===== src/rtl/routine_bus_pkg.sv =====
// Shared field map, widths and state encoding for the routine bus sequencer.
// Every routine block drives the same 47-bit bus layout described here.
package routine_bus_pkg;

    localparam int BUS_W      = 47;
    localparam int LED_W      = 18;
    localparam int HEX_W      = 7;
    localparam int NUM_SLOTS  = 4;
    localparam int CNT_W      = 8;

    localparam int SIGOUT_BIT = 46;
    localparam int LED_HI     = 45;
    localparam int LED_LO     = 28;
    localparam int HEX3_HI    = 27;
    localparam int HEX3_LO    = 21;
    localparam int HEX2_HI    = 20;
    localparam int HEX2_LO    = 14;
    localparam int HEX1_HI    = 13;
    localparam int HEX1_LO    = 7;
    localparam int HEX0_HI    = 6;
    localparam int HEX0_LO    = 0;

    localparam logic [HEX_W-1:0] HEX_BLANK = 7'h7F;

    typedef enum logic [1:0] {
        IDLE  = 2'd0,
        BLANK = 2'd1,
        RUN   = 2'd2
    } seq_state_t;

    // Only the selected routine is released from reset.
    function automatic logic [NUM_SLOTS-1:0] run_reset(
        input logic [1:0] sel
    );
        logic [NUM_SLOTS-1:0] mask;
        mask = '1;
        mask[sel] = 1'b0;
        return mask;
    endfunction

endpackage


===== src/rtl/routine_bus_unpack.sv =====
// Combinational split of one routine bus into its done flag,
// LED field and four seven-segment fields.
module routine_bus_unpack
    import routine_bus_pkg::*;
(
    input  logic [BUS_W-1:0] bus,
    output logic             done,
    output logic [LED_W-1:0] led,
    output logic [HEX_W-1:0] hex3,
    output logic [HEX_W-1:0] hex2,
    output logic [HEX_W-1:0] hex1,
    output logic [HEX_W-1:0] hex0
);

    assign done = bus[SIGOUT_BIT];
    assign led  = bus[LED_HI:LED_LO];
    assign hex3 = bus[HEX3_HI:HEX3_LO];
    assign hex2 = bus[HEX2_HI:HEX2_LO];
    assign hex1 = bus[HEX1_HI:HEX1_LO];
    assign hex0 = bus[HEX0_HI:HEX0_LO];

endmodule


===== src/rtl/routine_bus_sequencer.sv =====
// Rotates through the routine buses, counting done pulses per routine,
// blanking the display between routines and holding idle ones in reset.
module routine_bus_sequencer
    import routine_bus_pkg::*;
#(
    parameter int NUM_ROUTINES = 4,
    parameter int REPEATS      = 2,
    parameter int BLANK_CYCLES = 4
) (
    input  logic                 Clock,
    input  logic                 Reset,
    input  logic                 Enable,
    input  logic                 Advance,
    input  logic [BUS_W-1:0]     RoutineBus0,
    input  logic [BUS_W-1:0]     RoutineBus1,
    input  logic [BUS_W-1:0]     RoutineBus2,
    input  logic [BUS_W-1:0]     RoutineBus3,
    output logic [NUM_SLOTS-1:0] RoutineReset,
    output logic [1:0]           RoutineSel,
    output logic [LED_W-1:0]     LedOut,
    output logic [HEX_W-1:0]     Hex3,
    output logic [HEX_W-1:0]     Hex2,
    output logic [HEX_W-1:0]     Hex1,
    output logic [HEX_W-1:0]     Hex0,
    output logic                 SwitchPulse
);

    localparam logic [1:0]       LAST_SEL = 2'(NUM_ROUTINES - 1);
    localparam logic [CNT_W-1:0] REP_TC   = CNT_W'(REPEATS);
    localparam logic [CNT_W-1:0] BLK_TC   = CNT_W'(BLANK_CYCLES - 1);

    seq_state_t       state;
    logic [CNT_W-1:0] rep_cnt;
    logic [CNT_W-1:0] blk_cnt;
    logic             done_q;

    logic [BUS_W-1:0] mux_bus;
    logic             sel_done;
    logic [LED_W-1:0] sel_led;
    logic [HEX_W-1:0] sel_hex3;
    logic [HEX_W-1:0] sel_hex2;
    logic [HEX_W-1:0] sel_hex1;
    logic [HEX_W-1:0] sel_hex0;

    logic             done_edge;
    logic [CNT_W-1:0] rep_next;
    logic             go_next;
    logic [1:0]       next_sel;

    // Unpopulated slots read as an all-zero bus.
    always_comb begin
        mux_bus = '0;
        case (RoutineSel)
            2'd0: mux_bus = RoutineBus0;
            2'd1: if (NUM_ROUTINES > 1) mux_bus = RoutineBus1;
            2'd2: if (NUM_ROUTINES > 2) mux_bus = RoutineBus2;
            2'd3: if (NUM_ROUTINES > 3) mux_bus = RoutineBus3;
            default: mux_bus = '0;
        endcase
    end

    routine_bus_unpack u_unpack (
        .bus  (mux_bus),
        .done (sel_done),
        .led  (sel_led),
        .hex3 (sel_hex3),
        .hex2 (sel_hex2),
        .hex1 (sel_hex1),
        .hex0 (sel_hex0)
    );

    always_comb begin
        done_edge = sel_done & ~done_q;
        rep_next  = rep_cnt + CNT_W'(1);
        go_next   = Advance | (done_edge & (rep_next == REP_TC));
        next_sel  = (RoutineSel == LAST_SEL) ? 2'd0 : RoutineSel + 2'd1;
    end

    always_ff @(posedge Clock) begin
        if (Reset) begin
            state        <= IDLE;
            RoutineSel   <= 2'd0;
            RoutineReset <= '1;
            LedOut       <= '0;
            Hex3         <= HEX_BLANK;
            Hex2         <= HEX_BLANK;
            Hex1         <= HEX_BLANK;
            Hex0         <= HEX_BLANK;
            SwitchPulse  <= 1'b0;
            rep_cnt      <= '0;
            blk_cnt      <= '0;
            done_q       <= 1'b0;
        end else begin
            // Blank, all-in-reset outputs unless RUN overrides below.
            SwitchPulse  <= 1'b0;
            RoutineReset <= '1;
            LedOut       <= '0;
            Hex3         <= HEX_BLANK;
            Hex2         <= HEX_BLANK;
            Hex1         <= HEX_BLANK;
            Hex0         <= HEX_BLANK;
            if (!Enable) begin
                state   <= IDLE;
                rep_cnt <= '0;
                blk_cnt <= '0;
                done_q  <= 1'b0;
            end else begin
                unique case (state)
                    IDLE: begin
                        state   <= BLANK;
                        rep_cnt <= '0;
                        blk_cnt <= '0;
                        done_q  <= 1'b0;
                    end
                    BLANK: begin
                        rep_cnt <= '0;
                        done_q  <= 1'b0;
                        if (blk_cnt == BLK_TC) begin
                            state        <= RUN;
                            blk_cnt      <= '0;
                            RoutineReset <= run_reset(RoutineSel);
                        end else begin
                            blk_cnt <= blk_cnt + CNT_W'(1);
                        end
                    end
                    RUN: begin
                        if (go_next) begin
                            state       <= BLANK;
                            RoutineSel  <= next_sel;
                            SwitchPulse <= 1'b1;
                            rep_cnt     <= '0;
                            blk_cnt     <= '0;
                            done_q      <= 1'b0;
                        end else begin
                            RoutineReset <= run_reset(RoutineSel);
                            LedOut       <= sel_led;
                            Hex3         <= sel_hex3;
                            Hex2         <= sel_hex2;
                            Hex1         <= sel_hex1;
                            Hex0         <= sel_hex0;
                            done_q       <= sel_done;
                            if (done_edge) begin
                                rep_cnt <= rep_next;
                            end
                        end
                    end
                    default: begin
                        state <= IDLE;
                    end
                endcase
            end
        end
    end

endmodule

===== config.mk =====
export PLATFORM = sky130hd
export DESIGN_NAME = routine_bus_sequencer
export DESIGN_NICKNAME = d
export VERILOG_FILES = /design/src/rtl/routine_bus_pkg.sv /design/src/rtl/routine_bus_unpack.sv /design/src/rtl/routine_bus_sequencer.sv
export SDC_FILE = /design/constraint.sdc
export NUM_CORES = 1
export LEC_CHECK = 0
export ABC_AREA = 1
export BUFFER_PORTS_ARGS = -buffer_cell sky130_fd_sc_hd__buf_2
export CAP_MARGIN = 30
export CORE_AREA = 2 2 99 101
export CTS_CLUSTER_DIAMETER = 40
export DETAILED_ROUTE_END_ITERATION = 10
export DIE_AREA = 0 0 101 103
export PLACE_DENSITY = 0.78
export SLEW_MARGIN = 10
export SYNTH_ARGS = -nofsm -noshare
export SYNTH_HDL_FRONTEND = slang
export SYNTH_SLANG_ARGS = --single-unit

===== constraint.sdc =====
create_clock -name Clock -period 2.7 [get_ports Clock]
set_clock_uncertainty 0.1 [all_clocks]
set_input_delay 0.54 -clock Clock [delete_from_list [all_inputs] [get_ports Clock]]
set_output_delay 0.54 -clock Clock [all_outputs]
set_load 0.01 [all_outputs]

==> summary.md, run 1 <==
| Metric | Value |
|---|---|
| Status | `finished clean` |
| Cells after Synth | `600` |
| Most common cell after layout, fill and taps aside | `nand2_1` |
| Flop-to-flop setup slack | `0.42 ns` |
| H-Tree Depth | `3` |
| FF+latch count, synth | `72` |
| Main flop type after synthesis | `dfxtp_1` |
| Row count | `36` |
| Post-Synth Simple-Gate Area | `0.360` |
| First-pass GRT wire length | `~20,000 microns` |
| CTS resizes | `0` |
| Sequential share of the synthesized area | `0.368` |
| Fin crit share | `0.843` |
| Post-CTS Setup Repair Bufs | `0` |
| Antenna-violating nets left | `0` |
| TritonRoute pass-1 iters | `5` |
| Cell count along the critical path | `11` |
| Max Fanout on Critical Path | `28` |
| Final setup vio count | `0` |
| Clk Latency, worst-skew pair | `0.35 ns` |
| DR WL/cell | `14.0 microns` |
| Fin util | `0.577` |
| IO Port Bufs | `roughly 240` |
| Hold_buf cts | `0` |
| Cell family with most CP delay | `simple AND/OR/NAND/NOR gates` |
| Max incr delay on CP | `0.35 ns` |
| DR vias | `about 4,700` |
| Max cap viols | `0` |
| Synth Area in Adders | `0.0416` |
| Final Slew Violations | `0` |
| Mux cell area share after synthesis | `0` |
| Die height | `103 microns` |
| Setup TNS Final | `0 ns` |
| Final WL | `about 13,000 microns` |
| Max frequency | `~0.44 GHz` |
| Critical Path RT | `2.81 ns` |
| Antenna violations before repair | `2` |
| Final Wtd Congestion | `approximately 0.87` |
| Hold path startpoint | `RoutineBus0[4]` |
| Synth cell types | `28` |
| Vias in the first global route | `4,224` |
| Slowest library cell on the worst path | `dfxtp_1` |
| Crit path top cell by count | `nand3_2` |
| Reg2reg end | `Hex0[5]` |
| Commonest non-fill, non-tap cells in the layout | `nand2_1, buf_2, dfxtp_1` |
| Share of layout cells above drive strength 1 | `0.335` |
| GRT Util Overall | `0.242` |
| Relative slew slack | `0.647` |
| Die ar. | `10,400 sq um` |
| Syn Area/Cell | `6.52 sq um` |
| CP Launch Type | `flip-flop` |
| Worst r2r path cells | `11` |
| Critical Path End Type | `flip-flop` |
| Hold path endpoint | `Hex0[4]` |
| Fin nets | `1,037` |
| # fillers | `974` |
| Critical Path AT | `2.38 ns` |
| DRC | `0` |
| Syn_nets | `between 800 and 900` |
| Starting Density | `0.414` |
| Vias per inst | `4.96` |
| Clk buf depth | `2` |
| CTS Buf Count | `9` |
| Worst Hold Path Cells | `3` |
| Cell Area, Synth | `3910 sq um` |
| Final Hold Fails | `0` |
| Synth Area in Compound Gates | `0.156` |
| Clock Sinks | `72` |
| Yosys warns | `0` |
| Crit-path cells | `inv_1 -> ha_2 -> inv_2 -> or2_1 -> nand3_1 -> nor2_1 -> nand3_2 -> nand3_2 -> nor2_2 -> buf_4 -> o211ai_1` |
| Synth Area in XOR/XNOR | `0.00672` |
| Gr ovfl total | `0` |
| Kind of critical path | `reg2reg` |
| Worst flop-to-flop path startpoint | `RoutineSel[0]` |
| Hold Crit Class | `in2reg` |
| Iter 0 DRT Violations | `227` |
| CTS tree | `yes` |
| CTS root buf | `clkbuf_8` |
| LEAKAGE | `2.79 nW` |
| Core Area | `9460 sq um` |
| Dpl hpwl | `10,100 microns` |
| Largest net degree at the start of global routing | `slightly below 50` |
| Peak supply drop | `0.327 mV` |
| Async set or reset register ratio after synthesis | `0` |
| Largest family of logic cells by synthesized area | `simple AND/OR/NAND/NOR gates` |
| Number of synthesized flops with an enable pin | `0` |
| Period minus WS final | `about 2.3 ns` |
| Least-Margin Pin Slew | `0.529 ns` |
| I/O pin cnt | `roughly 250` |
| Buf/Inv on CP | `3` |
| Pwr per Cell Area | `between 400 and 500 nW/um^2` |
| Reg clk slew, reported paths | `0.08 ns` |
| Die width | `101 microns` |
| Unrepaired setup endpoints after global routing | `no` |
| P&R area growth vs syn | `39.6%` |
==> worst max path at each step <==
stage	startpoint	end
2_1_floorplan	RoutineSel[0]	Hex0[3]
3_3_place_gp	RoutineSel[0]	Hex1[0]
3_5_place_dp	RoutineSel[0]	Hex0[5]
4_1_cts	RoutineSel[0]	Hex0[5]
5_1_grt	rep_cnt[0]	Hex0[5]
6_report	RoutineSel[0]	Hex0[5]
==> cell usage after synthesis (3+ instances only) <==
cell type / instances / share of area
or2_2: 4 / 0.0064
o2111ai_1: 4 / 0.0090
buf_6: 4 / 0.012
inv_1: 27 / 0.026
ha_1: 13 / 0.042
nor2_1: 34 / 0.033
clkbuf_1: 22 / 0.021
a21oi_1: 59 / 0.075
o21ai_0: 8 / 0.010
buf_1: 4 / 0.0038
dfxtp_1: 72 / 0.37
o211ai_1: 28 / 0.054
nand4_1: 3 / 0.0048
nand3_1: 40 / 0.051
nand2_1: 258 / 0.25
nand3b_1: 3 / 0.0058
==> flip-flops by register name, summed over array words and instances (netlist names) <==
| name | count |
|---|---|
| RoutineReset | 4 |
| Hex3 | 7 |
| RoutineSel | 2 |
| rep_cnt | 8 |
| Hex1 | 7 |
| done_q | 1 |
| Hex2 | 7 |
| Hex0 | 7 |
| SwitchPulse | 1 |
| state | 2 |
| LedOut | 18 |
| blk_cnt | 8 |
==> layer usage <==
| metal | share of wire | up-vias | GRT usage |
|---|---|---|---|
| li1 | - | 2410 | - |
| met1 | 0.40 | 2111 | 0.291 |
| met2 | 0.50 | 181 | 0.426 |
| met3 | 0.069 | 28 | 0.0529 |
| met4 | 0.026 | 0 | 0.0863 |
| met5 | 0 | - | 0 |
==> logic make-up (layout without fill, tap and decap cells) <==
| group | count (synthesis) | count (layout) |
|---|---|---|
| other | 0 | 2 |
| DFF | 72 | 72 |
| xor gates and xnor gates | 3 | 3 |
| buffers and inverters | 61 | 298 |
| and+or+nand+nor | 348 | 348 |
| adders and majority gates | 13 | 13 |
| AOI/OAI and AO/OA | 103 | 103 |
==> metrics by stage <==
stage	hold slack, ns	worst slack, ns	cells	power [mW]	cell area [sq um]
final	0.322	0.425	953	2.46	5460
after global placement	0.372	0.547	935	1.36	5200
after detailed placement	0.383	0.425	935	1.37	5200
after floorplan	0.353	0.680	600	1.20	3910
after CTS	0.300	0.408	951	2.48	5460
after global routing	0.312	0.187	953	2.54	5460
==> final cells by class <==
type | count | area (sq um) | share of cell area
clock inverter | 5 | 129 | 0.0236
multi-input combinational | 467 | 2220 | 0.406
timing repair buffer | 252 | 1280 | 0.235
sequential | 72 | 1440 | 0.264
antenna | 2 | 5.00 | 0.000916
inverter | 30 | 113 | 0.0206
clock buffer | 11 | 131 | 0.0241
tap | 114 | 143 | 0.0261
==> power breakdown <==
part           internal [mW]  switching (mW)
Combinational          0.137           0.125
Sequential              1.07         0.00940
Clock                  0.710           0.404
==> tightest hold or removal path, delay by kind of cell <==
kind,cells,cell delay (ns)
AOI/OAI and AO/OA,1,0.07
and+or+nand+nor,1,0.04
buffers and inverters,1,0.08
(Power assumes the default switching activity.)
==> inputs of run 2 (changes only) <==
Clock period 2.7 ns to 2.29 ns, I/O delays scaled along.
==> run 2 against run 1 <==
Compared with the run above: clock power about the same; critical endpoint is now done_q; sequential cell count unchanged; global-route usage down 0.13 points; utilization down 0.28 points; final area down 0.48%; power up 9.9%; sequential power up 19%; combinational power up 17%; sequential share of layout area up 0.13 points; critical path depth down 1; die area unchanged; highest routed layer unchanged; non-clock buffer count unchanged.
==> summary.md, run 2 (synthesis gave the netlist of run 1 again) <==
| Metric | Value |
|---|---|
| Share of layout cells above drive strength 1 | `0.337` |
| Critical Path End Type | `flip-flop` |
| Antenna violations before repair | `1` |
| Antenna-violating nets left | `0` |
| Max cap viols | `0` |
| Max Fanout on Critical Path | `19` |
| Most common cell after layout, fill and taps aside | `nand2_1` |
| Largest Register | `LedOut` |
| CP Launch Type | `flip-flop` |
| Fin nets | `1,037` |
| Max frequency | `0.470 GHz` |
| Worst flop-to-flop path startpoint | `rep_cnt[0]` |
| First-pass GRT wire length | `19,600 microns` |
| P&R area growth vs syn | `38.9%` |
| DR WL/cell | `approximately 14 microns` |
| DRC | `0` |
| Fin crit share | `0.929` |
| Peak supply drop | `0.383 mV` |
| Flop-to-flop setup slack | `0.16 ns` |
| Final WL | `13,200 microns` |
| Clock Sinks | `72` |
| Final Wtd Congestion | `0.908` |
| Critical Path RT | `2.40 ns` |
| Core Area | `9460 sq um` |
| Clk Latency, worst-skew pair | `roughly 0.34 ns` |
| Vias in the first global route | `approximately 4,200` |
| Starting Density | `0.414` |
| Die ar. | `10,400 sq um` |
| DR vias | `4,652` |
| IO Port Bufs | `244` |
| Die height | `103 microns` |
| TritonRoute pass-1 iters | `5` |
| Final Hold Fails | `0` |
| CTS Buf Count | `9` |
| CTS root buf | `clkbuf_8` |
| Period minus WS final | `~2.1 ns` |
| Gr ovfl total | `0` |
| Reg clk slew, reported paths | `0.08 ns` |
| Hold path startpoint | `RoutineBus0[17]` |
| Iter 0 DRT Violations | `195` |
| Kind of critical path | `reg2reg` |
| GRT Util Overall | `0.240` |
| Fin util | `0.575` |
| Commonest non-fill, non-tap cells in the layout | `nand2_1, buf_2, dfxtp_1` |
| Worst r2r path cells | `10` |
| Final setup vio count | `0` |
| LEAKAGE | `2.77 nW` |
| Max reg flops | `18` |
| Final Slew Violations | `0` |
| Status | `finished clean` |
| Relative slew slack | `0.651` |
| Dpl hpwl | `10,100 microns` |
| CTS tree | `yes` |
| H-Tree Depth | `3` |
| Least-Margin Pin Slew | `0.523 ns` |
| Hold path endpoint | `Hex2[3]` |
| Clk buf depth | `2` |
| Critical Path AT | `between 2 and 2.5 ns` |
| Largest net degree at the start of global routing | `49` |
| Die width | `between 100 and 150 microns` |
| I/O pin cnt | `roughly 250` |
| Row count | `36` |
| Hold Crit Class | `in2reg` |
| Post-CTS Setup Repair Bufs | `0` |
| Pwr per Cell Area | `497 nW/um^2` |
| Unrepaired setup endpoints after global routing | `yes` |
| Top Registers | `LedOut (18), blk_cnt (8), rep_cnt (8)` |
| Vias per inst | `4.89` |
| Worst Hold Path Cells | `3` |
| Reg2reg end | `done_q` |
| Worst hold slack | `0.242 ns` |
## run 2: how the worst max path moves through the flow
stage,end,cells past startpoint,slack [ns],from
after CTS,Hex0[5],11,0.15,RoutineSel[0]
after floorplan,Hex0[3],12,0.27,RoutineSel[0]
after global routing,done_q,10,-0.03,rep_cnt[0]
final,done_q,10,0.16,rep_cnt[0]
after detailed placement,Hex0[5],11,0.16,RoutineSel[0]
after global placement,Hex1[4],11,0.28,RoutineSel[0]
## run 2: worst max-delay path, stage by stage (launching register included)
cell	delay, ns
dfxtp_1	0.40
ha_1	0.23
nand3_1	0.13
o21ai_0	0.18
nand2_1	0.09
nor2_1	0.16
nand3_2	0.10
nand3_2	0.16
nor2_4	0.06
inv_2	0.28
o21ai_0	0.12
## run 2: power by group
part	leakage [nW]	internal, mW	switching [mW]
Combinational	2.08	0.162	0.145
Clock	0.108	0.637	0.482
Sequential	0.582	1.26	0.0112
Total	2.77	2.06	0.638
## run 2: through the flow
step	instances	setup TNS (ns)	worst slack [ns]	cell area, sq um	power (mW)
2_1_floorplan	600	0	0.270	3910	1.42
3_3_place_gp	935	0	0.282	5210	1.61
3_5_place_dp	935	0	0.161	5210	1.61
4_1_cts	950	0	0.146	5430	2.73
5_1_grt	951	-0.0273	-0.0261	5440	2.83
6_report	951	0	0.163	5440	2.70
## run 2: metal layers
layer | GRT usage | part of all wire
met2 | 0.416 | 0.49
met3 | 0.0549 | 0.075
met5 | 0 | 0
met1 | 0.292 | 0.41
met4 | 0.0915 | 0.024
## run 2: layout make-up
| class | instances | area (sq um) |
|---|---|---|
| Clock inverter | 5 | 81.3 |
| Antenna cell | 1 | 2.50 |
| Multi-Input combinational cell | 467 | 2220 |
| Timing Repair Buffer | 252 | 1290 |
| Fill cell | 966 | 4020 |
| Inverter | 30 | 113 |
| Sequential cell | 72 | 1440 |
| Tap cell | 114 | 143 |
| Clock buffer | 10 | 138 |
## run 2: repair_timing
action,CTS,global route
endpoints found under the setup margin,0,3
gates resized for setup,0,2
hold buffers,0,0
